## src/rtl/cdc_capture_queue.sv

```systemverilog
// Destination-domain capture-and-queue stage: per-channel toggle edges trigger a settled
// capture of quasi-static data, which is arbitrated into a tagged FWFT FIFO.
module cdc_capture_queue #(
   parameter int NUM_CHANNELS  = 4,
   parameter int NUM_BITS      = 32,
   parameter int FIFO_DEPTH    = 8,
   parameter int SETTLE_CYCLES = 0,
   localparam int CH_W  = (NUM_CHANNELS > 1) ? $clog2(NUM_CHANNELS) : 1,
   localparam int LVL_W = $clog2(FIFO_DEPTH) + 1
) (
   input  logic                             clk,
   input  logic                             reset,
   input  logic [NUM_CHANNELS-1:0]          toggle_in,
   input  logic [NUM_CHANNELS*NUM_BITS-1:0] bits_in,
   output logic                             out_valid,
   input  logic                             out_ready,
   output logic [NUM_BITS-1:0]              out_bits,
   output logic [CH_W-1:0]                  out_channel,
   output logic [LVL_W-1:0]                 level,
   output logic [NUM_CHANNELS-1:0]          overflow,
   input  logic                             overflow_clear
);

   localparam int PTR_W = $clog2(FIFO_DEPTH);
   localparam logic [3:0] SETTLE_INIT = 4'(SETTLE_CYCLES);
   localparam logic [LVL_W-1:0] FULL_LEVEL = LVL_W'(FIFO_DEPTH);

   typedef enum logic [1:0] {IDLE, SETTLE, PENDING} chState_t;

   chState_t                    state_q [NUM_CHANNELS];
   chState_t                    state_d [NUM_CHANNELS];
   logic [3:0]                  count_q [NUM_CHANNELS];
   logic [3:0]                  count_d [NUM_CHANNELS];
   logic [NUM_BITS-1:0]         hold_q  [NUM_CHANNELS];
   logic [NUM_BITS-1:0]         hold_d  [NUM_CHANNELS];
   logic [NUM_CHANNELS-1:0]     lastToggle_q;
   logic [NUM_CHANNELS-1:0]     overflow_q, overflow_d;
   logic [NUM_CHANNELS-1:0]     chEvent, grant, ovfSet, startCap;
   logic                        push, pop, canWrite;
   logic [CH_W-1:0]             grantIdx;
   logic [NUM_BITS-1:0]         grantBits;
   logic [CH_W+NUM_BITS-1:0]    mem [FIFO_DEPTH];
   logic [PTR_W-1:0]            wrPtr_q, rdPtr_q;
   logic [LVL_W-1:0]            level_q, level_d;

   // A pop in the same cycle frees a slot, so a full queue can still accept a grant.
   always_comb begin
      chEvent   = toggle_in ^ lastToggle_q;
      pop       = out_valid & out_ready;
      canWrite  = (level_q != FULL_LEVEL) | pop;
      grant     = '0;
      grantIdx  = '0;
      grantBits = '0;
      push      = 1'b0;
      for (int c = 0; c < NUM_CHANNELS; c++) begin
         if (!push && canWrite && state_q[c] == PENDING) begin
            grant[c]  = 1'b1;
            grantIdx  = CH_W'(c);
            grantBits = hold_q[c];
            push      = 1'b1;
         end
      end
   end

   always_comb begin
      ovfSet   = '0;
      startCap = '0;
      for (int c = 0; c < NUM_CHANNELS; c++) begin
         state_d[c] = state_q[c];
         count_d[c] = count_q[c];
         hold_d[c]  = hold_q[c];
         case (state_q[c])
            IDLE: startCap[c] = chEvent[c];
            SETTLE: begin
               if (chEvent[c]) begin
                  count_d[c] = SETTLE_INIT;
                  ovfSet[c]  = 1'b1;
               end else if (count_q[c] == 4'd1) begin
                  hold_d[c]  = bits_in[c*NUM_BITS +: NUM_BITS];
                  state_d[c] = PENDING;
               end else begin
                  count_d[c] = count_q[c] - 4'd1;
               end
            end
            PENDING: begin
               if (grant[c]) begin
                  state_d[c]  = IDLE;
                  startCap[c] = chEvent[c];
               end else if (chEvent[c]) begin
                  ovfSet[c]   = 1'b1;
                  startCap[c] = 1'b1;
               end
            end
            default: state_d[c] = IDLE;
         endcase
         // A fresh event restarts the capture path, overriding whatever the state chose.
         if (startCap[c]) begin
            if (SETTLE_CYCLES == 0) begin
               hold_d[c]  = bits_in[c*NUM_BITS +: NUM_BITS];
               state_d[c] = PENDING;
            end else begin
               count_d[c] = SETTLE_INIT;
               state_d[c] = SETTLE;
            end
         end
      end
      overflow_d = (overflow_q & ~{NUM_CHANNELS{overflow_clear}}) | ovfSet;
   end

   always_comb begin
      level_d = level_q;
      case ({push, pop})
         2'b10:   level_d = level_q + 1'b1;
         2'b01:   level_d = level_q - 1'b1;
         default: level_d = level_q;
      endcase
   end

   // Reloading lastToggle from the live input hides edges that were in flight across reset.
   always_ff @(posedge clk) begin
      if (reset) begin
         for (int c = 0; c < NUM_CHANNELS; c++) begin
            state_q[c] <= IDLE;
            count_q[c] <= '0;
            hold_q[c]  <= '0;
         end
         lastToggle_q <= toggle_in;
         overflow_q   <= '0;
         wrPtr_q      <= '0;
         rdPtr_q      <= '0;
         level_q      <= '0;
      end else begin
         for (int c = 0; c < NUM_CHANNELS; c++) begin
            state_q[c] <= state_d[c];
            count_q[c] <= count_d[c];
            hold_q[c]  <= hold_d[c];
         end
         lastToggle_q <= toggle_in;
         overflow_q   <= overflow_d;
         level_q      <= level_d;
         if (push) wrPtr_q <= wrPtr_q + 1'b1;
         if (pop)  rdPtr_q <= rdPtr_q + 1'b1;
      end
   end

   always_ff @(posedge clk) begin
      if (push && !reset) mem[wrPtr_q] <= {grantIdx, grantBits};
   end

   assign out_valid = (level_q != '0);
   assign {out_channel, out_bits} = out_valid ? mem[rdPtr_q] : '0;
   assign level    = level_q;
   assign overflow = overflow_q;

endmodule

```

## config.mk

```make
export PLATFORM = sky130hd
export DESIGN_NAME = cdc_capture_queue
export DESIGN_NICKNAME = d
export VERILOG_FILES = /design/src/rtl/cdc_capture_queue.sv
export SDC_FILE = /design/constraint.sdc
export NUM_CORES = 1
export LEC_CHECK = 0
export CELL_PAD_IN_SITES_DETAIL_PLACEMENT = 0
export CELL_PAD_IN_SITES_GLOBAL_PLACEMENT = 1
export CORE_AREA = 2 2 202 204
export DETAILED_ROUTE_END_ITERATION = 12
export DIE_AREA = 0 0 204 206
export MAX_ROUTING_LAYER = met4
export PLACE_DENSITY_LB_ADDON = 0.3
export SKIP_LAST_GASP = 1
export SLEW_MARGIN = 10
export SYNTH_ARGS = -nofsm -noshare
export SYNTH_HDL_FRONTEND = slang
export SYNTH_SLANG_ARGS = --single-unit
```

## constraint.sdc

```tcl
create_clock -name clk -period 6 [get_ports clk]
set_clock_uncertainty 0.05 [all_clocks]
set_input_delay 1.2 -clock clk [delete_from_list [all_inputs] [get_ports clk]]
set_output_delay 1.2 -clock clk [all_outputs]
set_load 0.02 [all_outputs]
```

# After elaboration in Yosys (flattened, before gate mapping)
# Memory sizes are Yosys's and may differ from the RTL's. A register that Yosys moved wholly into a read port is not among the register bits.
# Index checks and enable logic that the tools add are counted.
# classes
reduce_logical,18
n_shift,0
multipliers,0
n_eq_ne,15
n_bitwise,18
mux,103
n_lt_le_gt_ge,0
div,0
n_addsub,8
# ops
op,n
$mux 32,24
$mux 4,16
$mux 2,22
$mux 34,1
$mux 1,25
$pmux 2 s3,4
$sub 4x1->4 const B,5
$eq 4x1->1 const B,4
$pmux 1 s2,8
$or 1x1->1,13
$eq 2x1->1 const B,5
$eq 2x2->1 const B,5
$logic_and 1x1->1,8
$logic_not 2->1,4
$pmux 4 s2,1
$add 3x1->3 const B,2
$mux 3,2
$add 4x1->4 const B,1
$and 4x4->4,1
$logic_not 1->1,4
$ne 4x4->1 const B,1
$not 4->4,1
$or 4x4->4,1
$reduce_bool 4->1,1
other kinds (3),3
# word_totals
ramBits,424
romBits,0
regBits,18
latch_bits,0
input_bits,136
memories,4
# memory_table
name,depth,width,rd,rd_ports_with_merged_regs,wr,line_no,text
mem,8,34,1,1,1,42,logic [CH_W+NUM_BITS-1:0] mem [FIFO_DEPTH];
hold_q,4,32,4,0,4,34,logic [NUM_BITS-1:0] hold_q [NUM_CHANNELS];
count_q,4,4,4,0,4,32,logic [3:0] count_q [NUM_CHANNELS];
state_q,4,2,4,0,4,30,chState_t state_q [NUM_CHANNELS];

# Longest topological paths before layout
# Gate-level depths: netlist (run 1).
# depth
depth_word,21
mapped_depth,12
mapped_depth_nobuf,11

# Worst setup path before layout (run 1)
# OpenSTA, ideal clock, no wires.
# synth_path
path_type,input -> register
from,in out_ready
to,"mem mem[0][0] (netlist name), enable pin"
arrival_ns,5.140
cell_stages,4
setup_time_ns,0.522
slack_ns,0.288
cell_sequence,nor2b_2 -> a21boi_2 -> inv_2 -> nor4b_1
# synth_via
elab_chain_cells,19
# synth_rtl
item,line_no,text
"start, declared",16,"input logic out_ready,"
$and 1x1->1 *,49,pop = out_valid & out_ready;
$or 1x1->1 *,50,canWrite = (level_q != FULL_LEVEL) | pop;
$logic_and 1x1->1,56,if (!push && canWrite && state_q[c] == PENDING) begin
$mux 1,56,
$logic_not 1->1,56,
$logic_and 1x1->1 (2 in series),56,
$mux 1,56,
$logic_not 1->1,56,
$logic_and 1x1->1 (2 in series),56,
$mux 1,56,
$logic_not 1->1,56,
$logic_and 1x1->1 (2 in series),56,
$mux 1 *,56,
$logic_and 1x1->1 *,147,"if (push && !reset) mem[wrPtr_q] <= {grantIdx, grantBits};"
$mux 1 *,147,
$mux 1 (implied by the code) *,147,
"end, declared",42,
# Mark *: on every way between the ends. The rest lies on a longest branch, timed or not.

==> results.json, run 1 <==
{
  "post-dp-hpwl_mm": 25.32,
  "dr.pass1.iters": 5,
  "drtIter0Drc": 732,
  "gr-total-overflow": 0,
  "post_drt_wl_per_cell_um": 19.99,
  "htreeDepth": 2,
  "syn_to_final_growth_pct": 22.76,
  "worstPathArrival_ns": 3.29,
  "die_x_um": 204,
  "initial_core_util": 0.4138,
  "n_antenna_cell": 0,
  "yosys_warnings": 0,
  "final_max_slew_viol_count": 0,
  "cp-start-kind": "flop",
  "grt_pass1_wl_mm": 61.07,
  "grt_use_total": 0.1968,
  "post-cts-setup-buffers": 0,
  "fin_util": 0.5080,
  "power_density_nw_per_um2": 389.1,
  "clk_pin_slew_ns": 0.06,
  "critical_path_class": "reg -> out",
  "cts_buffers": 44,
  "placementRows": 74,
  "status": "complete, no violations",
  "yosys_most_used_dff": "edfxtp_1",
  "finalNetCount": 1571,
  "power_w": 0.007943,
  "setup_tns_ns": 0,
  "avgSynthCellArea_um2": 13.13,
  "routed_wl_mm": 39.86,
  "finalCriticalPeriod_ns": 4.540,
  "fmax_ghz": 0.2202,
  "gp_congestion": 0.7599,
  "drc_errors": 0,
  "setup_viol": 0,
  "worstPathRequired_ns": 4.75,
  "core-area_um2": 40180,
  "cts_buffer_depth": 3,
  "worst_pin_slew_ns": 1.195,
  "synth_seq_area_share": 0.6754,
  "synth_edf_count": 272,
  "ctsResizeCount": 0,
  "hold_path.class": "reg -> reg",
  "clock_latency_ns": 0.56,
  "slew-limit-headroom": 0.2002,
  "cts-root-buf": "clkbuf_16",
  "cts_tree": "done",
  "grt_pass1_vias": 10450,
  "fp.dieH_um": 206,
  "clock_sinks": 425,
  "crit_fanout": 54,
  "irDropWorstVdd_mv": 0.2561,
  "drive_above_1_share": 0.1286,
  "layout_common_cells": "282 x nand2_1, 272 x edfxtp_1, 177 x clkdlybuf4s50_1",
  "antenna_left": 0,
  "portBuffers": 178,
  "synthDistinctLibCells": 46,
  "maxCapViolations": 0,
  "min_period_over_period": 0.7567,
  "p_leak_nw": 6.818,
  "postCtsHoldBufs": 0,
  "dieArea_um2": 42020,
  "holdWs_ns": 0.3997,
  "postSynthCellCount": 1266,
  "hold_viol_final": 0,
  "synthArstFlopShare": 0,
  "pin_count": 179,
  "dr_total_vias": 10400,
  "layout_commonest_cell": "nand2_1",
  "grt_max_degree": 80,
  "vias_per_cell": 5.217,
  "rsz0062_at_grt": "no",
  "syn-num-nets": 1407,
  "ys_ff_latch": 425,
  "synth_area_um2": 16630,
  "endpoint_kind": "output pin",
  "antenna_found_initial": 0
}
[registers in the layout, summed over array words and instances, names as in the netlist, named ones only]
| register | count |
|---|---|
| rdPtr_q | 3 |
| lastToggle_q | 4 |
| level | 4 |
| wrPtr_q | 3 |
| state_q | 4 |
| overflow | 4 |
| mem | 272 |
| hold_q | 128 |
[routing by layer]
metal	GRT usage	wire length, um	up-vias
met5	-	0	-
met4	0.04607	657	0
met3	0.02728	2079	51
met2	0.3009	18260	284
met1	0.2811	18850	5131
li1	-	-	4937
[path summary, 6_finish.rpt]
path                            depth (start not counted)          start            end  slack [ns]
worst min-delay path                                    2  hold_q[0][15]  hold_q[0][15]        0.40
worst max-delay path                                    5           flop   out_bits[23]        1.46
worst max register to register                          4  state_q[1][1]     mem[6][26]        2.63
worst min register to register                          2  hold_q[0][15]  hold_q[0][15]        0.40
[worst max-delay path: stages (launching register included)]
cell	delay (ns)
dfxtp_4	1.07
buf_4	0.37
mux4_2	0.53
mux2i_1	0.14
nor2_1	0.06
clkdlybuf4s50_1	0.56
[layout make-up]
cell class	count	area, um^2
inverter	8	30.03
timing repair buffer	203	1967
clock buffer	62	1199
clock inverter	16	186.4
multi-input combinational	748	5127
sequential	425	11240
tap	532	665.6
fill	3508	19770
[synthesized netlist by cell type, drive strengths merged (3+ instances only)]
library cell,n,area share
nand2,282,0.064
edfxtp,272,0.49
a21oi,155,0.047
dfxtp,153,0.18
nor2,69,0.017
mux4,68,0.092
clkbuf,53,0.012
a22oi,46,0.021
o21ai,38,0.011
mux2i,35,0.021
buf,32,0.010
inv,8,0.0018
xor2,8,0.0042
xnor2,6,0.0032
ha,5,0.0038
nand3,5,0.0015
nor3,4,0.0015
a211oi,3,0.0020
nand2b,3,0.0016
o31ai,3,0.0014
or3,3,0.0014
[power by group]
part           switching, W  leakage (nW)  internal (W)
sequential         0.000207          3.79       0.00334
combinational      0.000902          2.34      0.000862
clock               0.00110         0.680       0.00153
total               0.00221          6.82       0.00573
[cells by family (layout without fill, tap and decap cells)]
group,after synthesis,after routing,synth area share
flip-flops,425,425,0.6754
buffers and inverters,93,289,0.02423
AO/OA/AOI/OAI,249,249,0.08465
AND/OR/NAND/NOR,377,377,0.09142
multiplexers,103,103,0.1132
XOR/XNOR,14,14,0.007374
adder cells (fa/ha/maj),5,5,0.003762
[per-stage QoR]
step	area, um^2	setup WS [ns]	instances
6_report	20410	1.460	1994
3_5_place_dp	19030	1.895	1916
4_1_cts	20410	1.309	1994
3_3_place_gp	19030	1.896	1916
5_1_grt	20410	1.156	1994
2_1_floorplan	16630	0.2877	1266
No activity file was read; power rests on OpenSTA's default activity.
==> inputs of run 2 (changes only) <==
==> constraint.sdc (replaced) <==
create_clock -name clk -period 3.9 [get_ports clk]
set_clock_uncertainty 0.05 [all_clocks]
set_input_delay 0.78 -clock clk [delete_from_list [all_inputs] [get_ports clk]]
set_output_delay 0.78 -clock clk [all_outputs]
set_load 0.02 [all_outputs]
==> run 2 against run 1 <==
Largest power group unchanged; clock-buffer cell count is the same; non-clock buffer count grew 14; die area is the same; flip-flop and latch count is the same; via count is essentially flat; sequential share of layout area shrank 0.75 points; setup slack lost 1.3 ns; cell count grew 0.75%; hold slack is essentially flat; sequential power grew 50%; clock power grew 55%.
==> results.json, run 2 (same netlist as run 1, synthesis figures left out) <==
{
  "dr_total_vias": 10390,
  "finalCriticalPeriod_ns": 3.693,
  "largest-register": "mem",
  "fill_cells": 3504,
  "cp_cell_sequence": "buf_4 -> mux4_2 -> mux2i_1 -> nor2_1 -> clkdlybuf4s50_1",
  "layout_common_cells": "282 x nand2_1, 272 x edfxtp_1, 177 x clkdlybuf4s50_1",
  "cp-start-kind": "flop",
  "dr.pass1.iters": 5,
  "grt_pass1_wl_mm": 60.68,
  "fp.dieH_um": 206,
  "antenna_found_initial": 0,
  "placementRows": 74,
  "reg2reg_to": "level[2]",
  "grt_pass1_vias": 10420,
  "reg_top3": "mem (272), hold_q (128)",
  "critical-path-top-delay-family": "buffers and inverters",
  "worstPathRequired_ns": 3.07,
  "portBuffers": 178,
  "placed_cells": 1930,
  "rr_worst_depth": 10,
  "crit_fanout": 12,
  "hold_viol_final": 0,
  "setup_viol": 0,
  "rrSetupSlack_ns": 0.88,
  "irDropWorstVdd_mv": 0.3409,
  "p_leak_nw": 6.954,
  "gr-total-overflow": 0,
  "cp.depth": 5,
  "pin_count": 179,
  "gp_congestion": 0.7555,
  "r2r_start": "state_q[1][1]",
  "post-cts-setup-buffers": 0,
  "layout_commonest_cell": "nand2_1",
  "antenna_left": 0,
  "cts-root-buf": "clkbuf_16",
  "routed_wl_mm": 39.16,
  "rsz0062_at_grt": "no",
  "syn_to_final_growth_pct": 24.45,
  "grt_use_total": 0.1959,
  "critical_path_class": "reg -> out",
  "clock_latency_ns": 0.55,
  "endpoint": "out_bits[0]",
  "fmax_ghz": 0.2708,
  "fin_cells": 2009,
  "dieArea_um2": 42020,
  "worstPathArrival_ns": 2.86,
  "power_density_nw_per_um2": 595.5,
  "cts_buffers": 42,
  "initial_core_util": 0.4138,
  "cts_buffer_depth": 3,
  "post-dp-hpwl_mm": 25.36,
  "endpoint_kind": "output pin",
  "cts_tree": "done",
  "die_x_um": 204,
  "drc_errors": 0,
  "cp_slowest_cell": "clkdlybuf4s50_1",
  "post_drt_wl_per_cell_um": 19.49,
  "ctsResizeCount": 0,
  "slowest_delay_ns": 0.55,
  "grt_max_degree": 63,
  "core-area_um2": 40180,
  "postCtsHoldBufs": 0,
  "clk_pin_slew_ns": 0.06,
  "holdWs_ns": 0.3994,
  "worst_pin_slew_ns": 0.8473,
  "finalNetCount": 1583,
  "final_max_slew_viol_count": 0,
  "hold_path.class": "reg -> reg",
  "largest_reg_flops": 272,
  "maxCapViolations": 0,
  "setup_tns_ns": 0,
  "slew-limit-headroom": 0.4344,
  "min_period_over_period": 0.9469,
  "drtIter0Drc": 665,
  "status": "complete, no violations",
  "clock_sinks": 425,
  "drive_above_1_share": 0.1436,
  "vias_per_cell": 5.173,
  "htreeDepth": 2,
  "crit_buf_inv": 2
}
[run 2: how the worst min path moves through the flow]
stage	start	to	slack, ns	depth (start not counted)
finish	hold_q[3][2]	hold_q[3][2]	0.40	2
global route	hold_q[1][29]	hold_q[1][29]	0.41	2
CTS	hold_q[0][19]	hold_q[0][19]	0.40	2
detailed placement	hold_q[3][18]	hold_q[3][18]	0.39	2
global placement	hold_q[0][2]	hold_q[0][2]	0.39	2
floorplan	hold_q[1][17]	hold_q[1][17]	0.38	2
[run 2: layout make-up]
class	instances	area [um^2]	share of cell area
clock buffers	62	1270	0.06137
clock inverters	16	163.9	0.007920
flip-flops and latches	425	11240	0.5430
inverters	8	30.03	0.001451
multi-input cells	748	5165	0.2496
repair buffers	217	2160	0.1044
diodes	1	2.502	0.0001209
well taps	532	665.6	0.03216
[run 2: report_power, final]
group	internal, W	switching, W
logic	0.00139	0.00154
registers	0.00513	0.000185
clock network	0.00241	0.00166
total	0.00893	0.00339
[run 2: worst min-delay path: cells and delay by family (launching register included)]
| kind | cells | cell delay [ns] |
|---|---|---|
| AO/OA/AOI/OAI | 1 | 0.05 |
| AND/OR/NAND/NOR | 1 | 0.05 |
| flip-flops | 1 | 0.31 |
[run 2: metal layers]
metal,global-route usage,part of all wire
met5,-,0
met4,0.04425,0.015
met1,0.2779,0.47
met2,0.3013,0.47
met3,0.02854,0.050
[run 2: through the flow]
stage	setup WS (ns)	area (um^2)	power [W]	util
floorplan	-0.1585	16640	0.007237	-
global placement	0.4766	19260	0.008382	0.4793
detailed placement	0.4538	19260	0.008415	0.4793
CTS	0.1535	20690	0.01251	0.5149
global route	0.06334	20690	0.01290	0.5149
finish	0.2072	20690	0.01232	0.5150
